**config.mk**
```make
export PLATFORM = sky130hd
export DESIGN_NAME = twos_neg_pipe
export DESIGN_NICKNAME = d
export VERILOG_FILES = /design/src/rtl/twos_neg_pipe_pkg.sv /design/src/rtl/twos_neg_seg.sv /design/src/rtl/twos_neg_pipe.sv
export SDC_FILE = /design/constraint.sdc
export NUM_CORES = 1
export LEC_CHECK = 0
export BUFFER_PORTS_ARGS = -buffer_cell sky130_fd_sc_hd__buf_2
export CORE_ASPECT_RATIO = 1.25
export CORE_UTILIZATION = 50
export CTS_BUF_LIST = sky130_fd_sc_hd__clkbuf_4 sky130_fd_sc_hd__clkbuf_8 sky130_fd_sc_hd__clkbuf_16
export CTS_CLUSTER_DIAMETER = 30
export DETAILED_ROUTE_END_ITERATION = 10
export HOLD_SLACK_MARGIN = 0.12
export PLACE_DENSITY = 0.72
export SYNTH_ARGS = -nofsm -noshare
export SYNTH_HDL_FRONTEND = slang
export SYNTH_SLANG_ARGS = --single-unit
```
**constraint.sdc**
```tcl
create_clock -name clk -period 2.16 [get_ports clk]
set_input_delay 0.432 -clock clk [delete_from_list [all_inputs] [get_ports clk]]
set_output_delay 0.432 -clock clk [all_outputs]
set_load 0.005 [all_outputs]
```
**src/rtl/twos_neg_pipe_pkg.sv**
```systemverilog
// Shared definitions for the pipelined two's-complement negate/abs unit:
// mode encodings and pipeline-geometry helpers.
package twos_neg_pipe_pkg;

    typedef enum logic [1:0] {
        MODE_PASS = 2'b00,
        MODE_NEG  = 2'b01,
        MODE_ABS  = 2'b10,
        MODE_ONES = 2'b11
    } mode_e;

    // Number of carry-chain segments, one register stage each.
    function automatic int calc_nstg(input int width, input int seg);
        return (width + seg - 1) / seg;
    endfunction

    // The top segment carries whatever bits remain after the full-width ones.
    function automatic int last_seg_w(input int width, input int seg);
        return width - (calc_nstg(width, seg) - 1) * seg;
    endfunction

endpackage

```
**src/rtl/twos_neg_seg.sv**
```systemverilog
// One slice of the segmented +1 carry chain: adds a single carry-in bit
// to a W-bit word and reports the carry-out to the next stage.
module twos_neg_seg #(
    parameter int W = 8
) (
    input  logic [W-1:0] data_i,
    input  logic         cin_i,
    output logic [W-1:0] sum_o,
    output logic         cout_o
);

    assign {cout_o, sum_o} = {1'b0, data_i} + {{W{1'b0}}, cin_i};

endmodule

```
**src/rtl/twos_neg_pipe.sv**
```systemverilog
// Pipelined negate / abs / ones'-complement unit with a valid/ready stream
// interface; the +1 carry ripples through one SEG-bit segment per stage.
module twos_neg_pipe
    import twos_neg_pipe_pkg::*;
#(
    parameter int WIDTH = 24,
    parameter int SEG   = 8
) (
    input  logic             clk,
    input  logic             rst_n,
    input  logic [WIDTH-1:0] in,
    input  logic [1:0]       mode,
    input  logic             in_valid,
    output logic             in_ready,
    output logic [WIDTH-1:0] out,
    output logic             out_valid,
    input  logic             out_ready,
    output logic             ovf,
    output logic             zero
);

    localparam int NSTG  = calc_nstg(WIDTH, SEG);
    localparam int LASTW = last_seg_w(WIDTH, SEG);
    localparam logic [WIDTH-1:0] MOST_NEG = {1'b1, {(WIDTH-1){1'b0}}};

    mode_e            mode_in;
    logic             inv;
    logic             add1;
    logic             ovf_in;
    logic [WIDTH-1:0] word_in;

    assign mode_in = mode_e'(mode);
    assign inv     = (mode_in == MODE_NEG) | (mode_in == MODE_ONES) |
                     ((mode_in == MODE_ABS) & in[WIDTH-1]);
    assign add1    = inv & (mode_in != MODE_ONES);
    assign word_in = inv ? ~in : in;
    assign ovf_in  = add1 & (in == MOST_NEG);

    logic [NSTG-1:0]  v;
    logic [NSTG-1:0]  adv;
    logic [NSTG-1:0]  ld;
    logic [NSTG-1:0]  cy;
    logic [NSTG-1:0]  ov;
    logic [WIDTH-1:0] dat [NSTG];

    // A stage moves on when it is full and the stage ahead is empty or
    // itself moving on; this collapses bubbles without a skid buffer.
    always_comb begin
        adv = '0;
        adv[NSTG-1] = v[NSTG-1] & out_ready;
        for (int k = NSTG - 2; k >= 0; k--) begin
            adv[k] = v[k] & (~v[k+1] | adv[k+1]);
        end
    end

    assign ld       = ~v | adv;
    assign in_ready = ld[0];

    for (genvar k = 0; k < NSTG; k++) begin : g_stg
        localparam int LSB = k * SEG;
        localparam int SW  = (k == NSTG - 1) ? LASTW : SEG;

        logic [WIDTH-1:0] src;
        logic [WIDTH-1:0] data_d;
        logic [WIDTH-1:0] data_q;
        logic [SW-1:0]    sum;
        logic             cin;
        logic             cout;
        logic             ovf_src;
        logic             v_src;
        logic             v_q;
        logic             c_q;
        logic             ovf_q;

        if (k == 0) begin : g_head
            assign src     = word_in;
            assign cin     = add1;
            assign ovf_src = ovf_in;
            assign v_src   = in_valid;
        end else begin : g_body
            assign src     = dat[k-1];
            assign cin     = cy[k-1];
            assign ovf_src = ov[k-1];
            assign v_src   = adv[k-1];
        end

        twos_neg_seg #(.W(SW)) u_seg (
            .data_i (src[LSB +: SW]),
            .cin_i  (cin),
            .sum_o  (sum),
            .cout_o (cout)
        );

        always_comb begin
            data_d = src;
            data_d[LSB +: SW] = sum;
        end

        always_ff @(posedge clk or negedge rst_n) begin
            if (!rst_n) begin
                v_q    <= 1'b0;
                data_q <= '0;
                c_q    <= 1'b0;
                ovf_q  <= 1'b0;
            end else if (ld[k]) begin
                v_q <= v_src;
                if (v_src) begin
                    data_q <= data_d;
                    c_q    <= cout;
                    ovf_q  <= ovf_src;
                end
            end
        end

        assign v[k]   = v_q;
        assign dat[k] = data_q;
        assign cy[k]  = c_q;
        assign ov[k]  = ovf_q;
    end

    // Result is modulo 2^WIDTH, so the top carry has no consumer.
    logic unused_final_carry;
    assign unused_final_carry = cy[NSTG-1];

    assign out       = dat[NSTG-1];
    assign out_valid = v[NSTG-1];
    assign ovf       = ov[NSTG-1];
    assign zero      = v[NSTG-1] & ~|dat[NSTG-1];

endmodule

```
==> results of run 1 <==
## state kept, by name, summed over array words and instances (netlist names)
name          count
out_valid         1
g_stg.c_q         2
ovf               1
g_stg.data_q     48
g_stg.v_q         2
g_stg.ovf_q       2
out              24
## logic make-up after synthesis
group | after synthesis
buf+inv | 18
simple gates | 101
compound gates | 53
xor+xnor | 33
fa+ha+maj | 6
flops | 80
mux | 40
## Yosys cell counts, types with 2 or more instances
cell type	count
sky130_fd_sc_hd__ha_1	6
sky130_fd_sc_hd__a21o_1	2
sky130_fd_sc_hd__a221o_1	2
sky130_fd_sc_hd__nand2b_1	5
sky130_fd_sc_hd__xor2_1	7
sky130_fd_sc_hd__nor4_1	8
sky130_fd_sc_hd__a22oi_1	2
sky130_fd_sc_hd__xnor2_1	26
sky130_fd_sc_hd__o21ai_1	3
sky130_fd_sc_hd__clkbuf_1	5
sky130_fd_sc_hd__inv_1	3
sky130_fd_sc_hd__nand4b_1	2
sky130_fd_sc_hd__nand3_1	9
sky130_fd_sc_hd__a21oi_2	2
sky130_fd_sc_hd__nor3_1	3
sky130_fd_sc_hd__dfrtp_1	80
sky130_fd_sc_hd__o2111ai_1	2
sky130_fd_sc_hd__a21oi_1	2
sky130_fd_sc_hd__nand4_1	8
sky130_fd_sc_hd__and4_1	2
sky130_fd_sc_hd__nand2_1	47
sky130_fd_sc_hd__nor2_1	7
sky130_fd_sc_hd__nor4b_1	2
sky130_fd_sc_hd__mux2_2	40
sky130_fd_sc_hd__o21ai_0	28
sky130_fd_sc_hd__nor2b_1	3
sky130_fd_sc_hd__buf_2	9
## repair_timing
action	CTS	global route
endpoints found under the setup margin	0	1
endpoints found under the hold margin	25	0
buffers inserted	0	0
hold buffers	1	0
gates resized for setup	0	1
## path summary, 6_finish.rpt
kind	slack, ns	cells after the start	end
worst max-delay path	0.26	9	g_stg[0].data_q[4]
worst min-delay path	0.34	2	g_stg[0].v_q
worst max register to register	0.57	4	g_stg[0].data_q[18]
worst min register to register	0.47	2	g_stg[0].data_q[1]
max in group asynchronous	1.02	3	g_stg[1].data_q[13]
min in group asynchronous	0.54	2	g_stg[0].v_q
## layout make-up
cell class              count  area, um2
multi-input cells         233       1670
well taps                  90        113
inverters                   3       11.3
clock inverters             7       53.8
repair buffers             75        438
flip-flops and latches     80       2000
clock buffers               9        124
fillers                   593       2690
## per-layer routing
metal	vias to the layer above	track usage	part of all wire
met5	-	0	0
met4	0	0.0741	0.014
met3	7	0.0306	0.041
met2	66	0.322	0.48
met1	1288	0.289	0.46
li1	1318	-	-
## metrics by stage
stage | hold slack (ns) | setup WS (ns) | setup TNS, ns | instance area (um2) | utilization
2_1_floorplan | 0.136 | 0.00818 | 0 | 3750 | -
3_3_place_gp | 0.360 | -0.0795 | -0.136 | 4220 | 0.594
3_5_place_dp | 0.364 | -0.110 | -0.282 | 4220 | 0.594
4_1_cts | 0.322 | 0.141 | 0 | 4400 | 0.620
5_1_grt | 0.327 | 0.136 | 0 | 4410 | 0.621
6_report | 0.343 | 0.259 | 0 | 4410 | 0.621
## power by group through the flow
| stage | registers [mW] | logic, mW | clock network, mW |
|---|---|---|---|
| after floorplan | 2.15 | 0.568 | 0 |
| after global placement | 2.19 | 0.931 | 0 |
| after detailed placement | 2.21 | 0.959 | 0 |
| after CTS | 2.18 | 0.969 | 0.998 |
| after global routing | 2.24 | 1.07 | 1.07 |
| final | 2.18 | 0.951 | 0.973 |
## critical path: cells and delay by family
family | cells | cell delay [ns]
AO/OA/AOI/OAI | 3 | 0.59
multiplexers | 1 | 0.28
AND/OR/NAND/NOR | 1 | 0.14
adder cells (fa/ha/maj) | 2 | 0.44
XOR/XNOR | 1 | 0.17
buffers and inverters | 1 | 0.10
==> run_results.csv, run 1 <==
group,metric,value,unit
layout,most_frequent_standard_cell_in_the_layout_excluding_fill_and_tap_cells,"sky130_fd_sc_hd__dfrtp_1",
placement,dp_cells,480,
die,start_util,0.527,
grt,grt_overflow_total,0,
route,totalWireLength,7.26,mm
layout,top_library_cells_by_usage_in_the_layout_fill_and_taps_aside,"sky130_fd_sc_hd__dfrtp_1 (80), sky130_fd_sc_hd__buf_2 (56), sky130_fd_sc_hd__nand2_1 (47), sky130_fd_sc_hd__mux2_2 (40), sky130_fd_sc_hd__o21ai_0 (28)",
grt,vias_in_the_first_global_route,2523,
timing,final.period_utilization,0.880,
outcome,status,"finished clean",
timing,achievable-frequency,0.526,GHz
power,vdd.ir_drop.worst,0.481,mV
timing,rsz0062_at_grt,"no",
placement,hpwlAfterDp,5.47,mm
layout,layout-area-overhead-vs-synth,17.9,%
yosys,synth_mux_area_frac,0.120,
yosys,post-synth-top-area-cell,"sky130_fd_sc_hd__dfrtp_1",
route,vias,2679,
grt,grt_first_pass_wirelength,12.3,mm
worst_setup_path,critical_path.max_fanout,4,
power,netSwitchingPower,1.26,mW
timing,finalWorstPathRequiredPeriod,1.90,ns
yosys,synth_ff_type,"sky130_fd_sc_hd__dfrtp_1",
worst_setup_path,crit_path_max_incr_delay,0.31,ns
yosys,synthDominantCellAreaShare,0.535,
power,clock_network_fraction_of_design_power,0.237,
clock_network,cts_bufs_inserted,9,
grt,globalRouteTotalUtil,0.205,
clock_network,worstSkewPairLatency,0.34,ns
layout,share_of_post_route_cells_with_drive_strength_above_1,0.334,
timing,slew-limit-headroom,0.663,
die,die-area,0.00783,mm2
yosys,adder_and_majority_cell_fraction_of_the_synthesized_area,0.0201,
power,comb_power_share,0.232,
timing,tightestPinTransition,0.500,ns
worst_setup_path,timing.setup.critical_path_class,"primary input to register",
worst_setup_path,r2r-start,"out_valid",
worst_setup_path,data_arrival_time_of_the_critical_path,2.13,ns
power,seqPwrFrac,0.531,
yosys,synth-xor-area-share,0.0773,
clock_network,worst_setup_hold_path_clk_slew,0.08,ns
worst_setup_path,ordered_list_of_cells_on_the_worst_path,"buf_2 > nor2b_1 > mux2_2 > ha_1 > ha_2 > a221o_1 > a22oi_1 > xor2_1 > o21ai_1",
worst_setup_path,first_element_of_the_critical_path,"in[23]",
worst_setup_path,cp-end-kind,"register",
route,dr.first_iter.drc_count,139,
yosys,synth.cell_area,0.00374,mm2
die,io_pins,58,
layout,net_count_of_the_finished_layout,438,
die,core_region_area,0.00710,mm2
yosys,yosys.cell_types.count,43,
placement,buffer_ports.inserted,57,
yosys,synth_area_leaders,"sky130_fd_sc_hd__dfrtp_1 (54%), sky130_fd_sc_hd__mux2_2 (12%), sky130_fd_sc_hd__xnor2_1 (6.1%)",
worst_setup_path,slowest_cell_on_the_critical_path,"sky130_fd_sc_hd__a221o_1",
yosys,synth_seq_area_share,0.535,
timing,final_setup_fails,0,
yosys,synth.avg_cell_area,11.3,um2
power,cell_internal_pwr,2.84,mW
route,wire_per_inst,14.6,um
layout,finalNonFillerCells,497,
power,cellLeakagePower,1.99,nW
yosys,synth_enable_flop_cells,0,
power,switching_fraction_of_total_power,0.307,
die,die_width,79.4,um
yosys,ys_seq_elements,80,
timing,hold_viol,0,
yosys,synth_simple_gate_area_share,0.135,
yosys,synth-compound-area-share,0.0886,
timing,drv_slew,0,
clock_network,htree_levels,3,
route,drt.antenna.violating_nets,0,
route,drc,0,
grt,grt_antenna_before_repair,0,
clock_network,clock-sinks,80,
worst_hold_path,timing.hold.worst.class,"primary input to register",
timing,final.setup_skew,0.0123,ns
yosys,syn-num-nets,367,
power,pwr_density_cell,930,mW/mm2
power,fin_total_pwr,4.10,mW
yosys,synthCells,331,
clock_network,ctsRootBufferMaster,"sky130_fd_sc_hd__clkbuf_8",
route,drt-vias-per-instance,5.39,
route,first_pass_iters,4,
worst_hold_path,hold_path_startpoint,"in_valid",
yosys,synth-warning-count,0,
worst_setup_path,critPathRequiredTime,2.39,ns
yosys,ys_async_sr_fraction,1.00,
run,cap_violations,0,
clock_network,cts_buffer_depth,2,
worst_setup_path,start_kind,"primary input",
yosys,main_combinational_cell_family_by_area_after_synthesis,"simple AND/OR/NAND/NOR gates",
die,floorplan.rows,34,
placement,routabilityCongestion,0.879,
clock_network,cts_tree,"done",
die,die_h,98.7,um
grt,pin_count_of_the_biggest_net_entering_global_routing,56,
layout,n_diodes,0,
No activity file was read; power rests on OpenSTA's default activity.
==> inputs of run 2 (changes only) <==
BUFFER_PORTS_ARGS = unset   (was -buffer_cell sky130_fd_sc_hd__buf_2)
DONT_BUFFER_PORTS = 1   (was unset)
PLACE_DENSITY = unset   (was 0.72)
==> run 2 against run 1 <==
  * The flow now finishes with violations (hold timing)
  * Hold slack worse by 0.57 ns
  * Setup slack worse by 0.014 ns
  * Die area unchanged
  * Combinational power down 31%
  * Total power down 0.44%
  * Cell count down 13%
  * Maximum frequency down 0.74%
  * Sequential share of layout area up 3.7 points
  * Critical endpoint is now zero
  * Largest power group unchanged
==> run_results.csv, run 2 (same netlist as run 1, synthesis figures left out) <==
group,metric,value,unit
placement,routabilityCongestion,0.861,
route,first_pass_iters,4,
clock_network,postCtsSetupRepairBufs,0,
worst_setup_path,cp-end-kind,"output pin",
worst_setup_path,critPathRequiredTime,1.73,ns
grt,pin_count_of_the_biggest_net_entering_global_routing,81,
worst_hold_path,timing.hold.worst.class,"primary input to async pin",
route,wire_per_inst,16.5,um
timing,final.setup_skew,0.00913,ns
route,totalWireLength,7.08,mm
timing,tightestPinTransition,0.491,ns
power,cellLeakagePower,1.73,nW
power,cell_internal_pwr,2.95,mW
layout,share_of_post_route_cells_with_drive_strength_above_1,0.203,
timing,finalHoldWorstSlack,-0.227,ns
grt,grt_antenna_before_repair,0,
power,seqPwrFrac,0.544,
route,drc,0,
grt,grt_first_pass_wirelength,12.2,mm
power,pwr_density_cell,1000,mW/mm2
die,start_util,0.527,
clock_network,cts_bufs_inserted,9,
timing,rsz0062_at_grt,"no",
timing,drv_slew,0,
grt,busiest_grt_layer,"met1",
layout,finalNonFillerCells,430,
clock_network,worstSkewPairLatency,0.35,ns
die,io_pins,58,
clock_network,cts_repair_resize_count,0,
route,dr.first_iter.drc_count,102,
layout,net_count_of_the_finished_layout,372,
clock_network,ctsRootBufferMaster,"sky130_fd_sc_hd__clkbuf_8",
worst_setup_path,timing.setup.critical_path_class,"register to output pin",
grt,vias_in_the_first_global_route,2487,
route,drt.antenna.violating_nets,0,
run,cap_violations,0,
grt,globalRouteMet1Util,0.294,
outcome,violations,"hold timing",
power,vdd.ir_drop.worst,0.391,mV
timing,final.period_utilization,0.887,
grt,grt_overflow_total,0,
layout,utilization,0.574,
timing,finalWorstPathRequiredPeriod,1.92,ns
placement,buffer_ports.inserted,0,
power,netSwitchingPower,1.14,mW
clock_network,clock-sinks,80,
route,vias,2397,
clock_network,htree_levels,3,
timing,post-route-worst-setup-slack,0.245,ns
die,die_width,79.4,um
power,fin_total_pwr,4.08,mW
worst_setup_path,start_kind,"register",
grt,globalRouteTotalUtil,0.204,
worst_setup_path,critical_path.max_fanout,3,
worst_setup_path,data_arrival_time_of_the_critical_path,1.48,ns
layout,n_diodes,0,
timing,final_setup_fails,0,
layout,register_with_the_highest_flop_count,"g_stg.data_q",
power,comb_power_share,0.160,
layout,most_frequent_standard_cell_in_the_layout_excluding_fill_and_tap_cells,"sky130_fd_sc_hd__dfrtp_1",
worst_setup_path,r2r-start,"out_valid",
grt,met3_track_utilization_from_global_routing,0.0556,
timing,totalNegativeSetupSlack,0,ns
clock_network,cts_tree,"done",
placement,dp_cells,415,
outcome,status,"complete, but fails checks",
power,clock_network_fraction_of_design_power,0.297,
die,die-area,0.00783,mm2
timing,achievable-frequency,0.522,GHz
timing,hold_viol,80,
layout,largest_reg_flops,48,
placement,hpwlAfterDp,5.09,mm
clock_network,cts_buffer_depth,2,
placement,preCtsSetupSlack,0.0581,ns
die,core_region_area,0.00710,mm2
layout,layout-area-overhead-vs-synth,8.93,%
die,floorplan.rows,34,
worst_setup_path,first_element_of_the_critical_path,"out[18]",
clock_network,worst_setup_hold_path_clk_slew,0.08,ns
die,die_h,98.7,um
grt,global_route.usage.met2,0.293,
power,switching_fraction_of_total_power,0.279,
timing,slew-limit-headroom,0.672,
route,drt-vias-per-instance,5.57,
layout,top_library_cells_by_usage_in_the_layout_fill_and_taps_aside,"sky130_fd_sc_hd__dfrtp_1 (80), sky130_fd_sc_hd__nand2_1 (47), sky130_fd_sc_hd__mux2_2 (40), sky130_fd_sc_hd__o21ai_0 (28), sky130_fd_sc_hd__xnor2_1 (26)",
-- run 2: changes by cell type in the layout (fill, tap and decap cells not counted) --
cell | previous run | this run
sky130_fd_sc_hd__buf_12 | 1 | 0
sky130_fd_sc_hd__bufinv_16 | 0 | 2
sky130_fd_sc_hd__buf_4 | 17 | 9
sky130_fd_sc_hd__nor4_2 | 1 | 0
sky130_fd_sc_hd__inv_6 | 2 | 0
sky130_fd_sc_hd__clkinvlp_4 | 3 | 1
sky130_fd_sc_hd__buf_2 | 56 | 0
sky130_fd_sc_hd__nor4_1 | 7 | 8
sky130_fd_sc_hd__clkbuf_8 | 9 | 10
sky130_fd_sc_hd__dlygate4sd3_1 | 1 | 0
-- run 2: worst paths after layout --
kind	end	slack, ns	depth (start not counted)
setup / recovery	zero	0.24	3
hold / removal	out[5]	-0.23	0
hold reg to reg	g_stg[0].data_q[1]	0.48	2
min in group clk	g_stg[0].v_q	0.20	1
setup reg to reg	g_stg[0].data_q[18]	0.53	4
max in group asynchronous	g_stg[0].data_q[22]	2.28	0
-- run 2: layout make-up --
type / count / area, um2
clock buffers: 10 / 138
clock inverters: 5 / 81.3
fillers: 618 / 3030
inverters: 3 / 11.3
multi-input cells: 233 / 1660
flip-flops and latches: 80 / 2000
well taps: 90 / 113
repair buffers: 9 / 67.6
-- run 2: worst max-delay path, stage by stage, from the launching register on --
cell and delay [ns]:
sky130_fd_sc_hd__dfrtp_1 0.42, sky130_fd_sc_hd__nor4_1 0.38, sky130_fd_sc_hd__nand3_1 0.18, sky130_fd_sc_hd__nor2_1 0.16
-- run 2: through the flow --
| step | hold WS, ns | cell area [um2] |
|---|---|---|
| after floorplan | 0.136 | 3750 |
| after global placement | 0.138 | 3860 |
| after detailed placement | 0.138 | 3860 |
| after CTS | -0.251 | 4080 |
| after global routing | -0.266 | 4080 |
| final | -0.227 | 4080 |
-- run 2: power by group through the flow --
| stage | registers [mW] | logic, mW | clock network (mW) |
|---|---|---|---|
| global placement | 2.25 | 0.645 | 0 |
| CTS | 2.23 | 0.666 | 1.24 |
| floorplan | 2.15 | 0.568 | 0 |
| global route | 2.29 | 0.741 | 1.31 |
| finish | 2.22 | 0.653 | 1.21 |
| detailed placement | 2.26 | 0.660 | 0 |
-- run 2: layer usage --
layer | vias up | share of wire
met3 | 7 | 0.053
li1 | 1180 | -
met2 | 71 | 0.44
met4 | 0 | 0.013
met1 | 1139 | 0.50
met5 | - | 0
==> inputs of run 3 (changes only) <==
clock period = 2.3 ns   (was 2.16 ns; I/O delays follow)
==> run 3 against run 2 <==
  * The flow still finishes with violations (hold timing)
  * Sequential cell count unchanged
  * Largest cell class unchanged
  * Clock power about the same
  * Largest power group unchanged
  * Clock-buffer cell count unchanged
==> run_results.csv, run 3 (same netlist as run 1, synthesis figures left out) <==
group,metric,value,unit
outcome,status,"complete, but fails checks",
outcome,violations,"hold timing",
layout,register_with_the_highest_flop_count,"g_stg.data_q",
layout,share_of_post_route_cells_with_drive_strength_above_1,0.198,
die,floorplan.rows,34,
layout,layout-area-overhead-vs-synth,8.86,%
grt,grt_first_pass_wirelength,11.8,mm
die,io_pins,58,
clock_network,worstSkewPairLatency,0.34,ns
clock_network,cts_buffer_depth,2,
die,start_util,0.527,
timing,final.period_utilization,0.839,
grt,grt_overflow_total,0,
clock_network,ctsRootBufferMaster,"sky130_fd_sc_hd__clkbuf_8",
worst_setup_path,cp-end-kind,"output pin",
layout,most_frequent_standard_cell_in_the_layout_excluding_fill_and_tap_cells,"sky130_fd_sc_hd__dfrtp_1",
worst_setup_path,slowest_cell_on_the_critical_path,"sky130_fd_sc_hd__dfrtp_1",
layout,n_diodes,0,
die,die_width,79.4,um
route,vias,2441,
power,netSwitchingPower,1.04,mW
run,cap_violations,0,
clock_network,cts_tree,"done",
worst_setup_path,critical_path.max_fanout,3,
placement,routabilityCongestion,0.796,
timing,finalWorstPathRequiredPeriod,1.93,ns
power,cellLeakagePower,1.73,nW
layout,utilization,0.573,
power,vdd.ir_drop.worst,0.424,mV
grt,globalRouteMet1Util,0.290,
route,totalWireLength,7.11,mm
clock_network,worst_setup_hold_path_clk_slew,0.08,ns
worst_setup_path,ordered_list_of_cells_on_the_worst_path,"nor4b_1 > nand4_1 > nor2_1",
layout,net_count_of_the_finished_layout,372,
timing,drv_slew,0,
worst_hold_path,timing.hold.worst.class,"primary input to async pin",
die,core_region_area,0.00710,mm2
clock_network,htree_levels,3,
grt,globalRouteTotalUtil,0.200,
placement,hpwlAfterDp,5.12,mm
grt,met3_track_utilization_from_global_routing,0.0444,
timing,achievable-frequency,0.518,GHz
route,first_pass_iters,4,
worst_setup_path,data_arrival_time_of_the_critical_path,1.47,ns
route,dr.first_iter.drc_count,171,
grt,vias_in_the_first_global_route,2417,
worst_setup_path,timing.setup.critical_path_class,"register to output pin",
worst_setup_path,critPathRequiredTime,1.84,ns
timing,tightestPinTransition,0.449,ns
timing,final_setup_fails,0,
layout,largest_reg_flops,48,
route,drt.antenna.violating_nets,0,
power,cell_internal_pwr,2.85,mW
clock_network,cts_repair_resize_count,0,
layout,top_library_cells_by_usage_in_the_layout_fill_and_taps_aside,"sky130_fd_sc_hd__dfrtp_1 (80), sky130_fd_sc_hd__nand2_1 (47), sky130_fd_sc_hd__mux2_2 (40), sky130_fd_sc_hd__o21ai_0 (28), sky130_fd_sc_hd__xnor2_1 (26)",
timing,hold_viol,80,
timing,finalHoldWorstSlack,-0.195,ns
timing,totalNegativeSetupSlack,0,ns
route,wire_per_inst,16.6,um
route,drt-vias-per-instance,5.69,
grt,pin_count_of_the_biggest_net_entering_global_routing,81,
power,seqPwrFrac,0.537,
grt,busiest_grt_layer,"met1",
clock_network,cts_bufs_inserted,9,
timing,rsz0062_at_grt,"no",
worst_setup_path,crit_path_max_incr_delay,0.43,ns
grt,global_route.usage.met2,0.286,
die,die-area,0.00783,mm2
clock_network,postCtsSetupRepairBufs,0,
timing,final.setup_skew,0.00767,ns
power,switching_fraction_of_total_power,0.267,
timing,slew-limit-headroom,0.701,
grt,grt_antenna_before_repair,0,
clock_network,clock-sinks,80,
power,clock_network_fraction_of_design_power,0.304,
power,pwr_density_cell,955,mW/mm2
worst_setup_path,start_kind,"register",
placement,buffer_ports.inserted,0,
die,die_h,98.7,um
power,comb_power_share,0.158,
route,drc,0,
-- run 3: changes by cell type in the layout (fill, tap and decap cells not counted) --
cell / change
sky130_fd_sc_hd__ha_1: +1
sky130_fd_sc_hd__a21oi_4: -1
sky130_fd_sc_hd__clkinv_4: -1
sky130_fd_sc_hd__clkbuf_4: +1
sky130_fd_sc_hd__clkinvlp_4: -1
sky130_fd_sc_hd__a21oi_2: +1
sky130_fd_sc_hd__ha_2: -1
sky130_fd_sc_hd__clkbuf_8: -1
sky130_fd_sc_hd__bufinv_16: +1
-- run 3: final timing paths --
check                                    from             endpoint  cells past startpoint  slack [ns]
max                                    out[1]                 zero                      3        0.37
max reg2reg                         out_valid  g_stg[0].data_q[23]                      4        0.66
min in group clk                     in_valid         g_stg[0].v_q                      1        0.23
min reg2reg                g_stg[0].data_q[1]   g_stg[0].data_q[1]                      2        0.47
max in group asynchronous               rst_n  g_stg[1].data_q[22]                      0        2.37
min                                     rst_n               out[5]                      0       -0.19
-- run 3: final cells by class --
class                      instances  area, um2
multi-input combinational        233       1650
clock inverter                     4       95.1
timing repair buffer               9       67.6
inverter                           3       11.3
fill                             640       3030
clock buffer                      10        131
sequential                        80       2000
tap                               90        113
-- run 3: routing by layer --
| metal | share of wire | up-vias |
|---|---|---|
| met5 | 0 | - |
| met4 | 0.017 | 0 |
| met3 | 0.059 | 8 |
| met2 | 0.44 | 76 |
| met1 | 0.48 | 1174 |
| li1 | - | 1183 |
-- run 3: power groups by stage --
stage / Clock, mW / Sequential [mW] / Combinational (mW)
after global placement: 0 / 2.11 / 0.608
final: 1.18 / 2.09 / 0.616
after floorplan: 0 / 2.02 / 0.532
after global routing: 1.27 / 2.16 / 0.693
after detailed placement: 0 / 2.13 / 0.621
after CTS: 1.22 / 2.10 / 0.626
-- run 3: through the flow --
step | worst slack, ns | hold slack, ns | power [mW] | cells | instance area (um2)
2_1_floorplan | 0.0509 | 0.164 | 2.55 | 331 | 3740
3_3_place_gp | 0.165 | 0.166 | 2.72 | 415 | 3850
3_5_place_dp | 0.153 | 0.166 | 2.75 | 415 | 3850
4_1_cts | 0.313 | -0.212 | 3.94 | 429 | 4070
5_1_grt | 0.235 | -0.217 | 4.12 | 429 | 4070
6_report | 0.370 | -0.195 | 3.89 | 429 | 4070
-- run 3: critical path, delay by kind of cell (launching register included) --
kind | cells | cell delay, ns
AND/OR/NAND/NOR | 3 | 0.71
flip-flops | 1 | 0.43
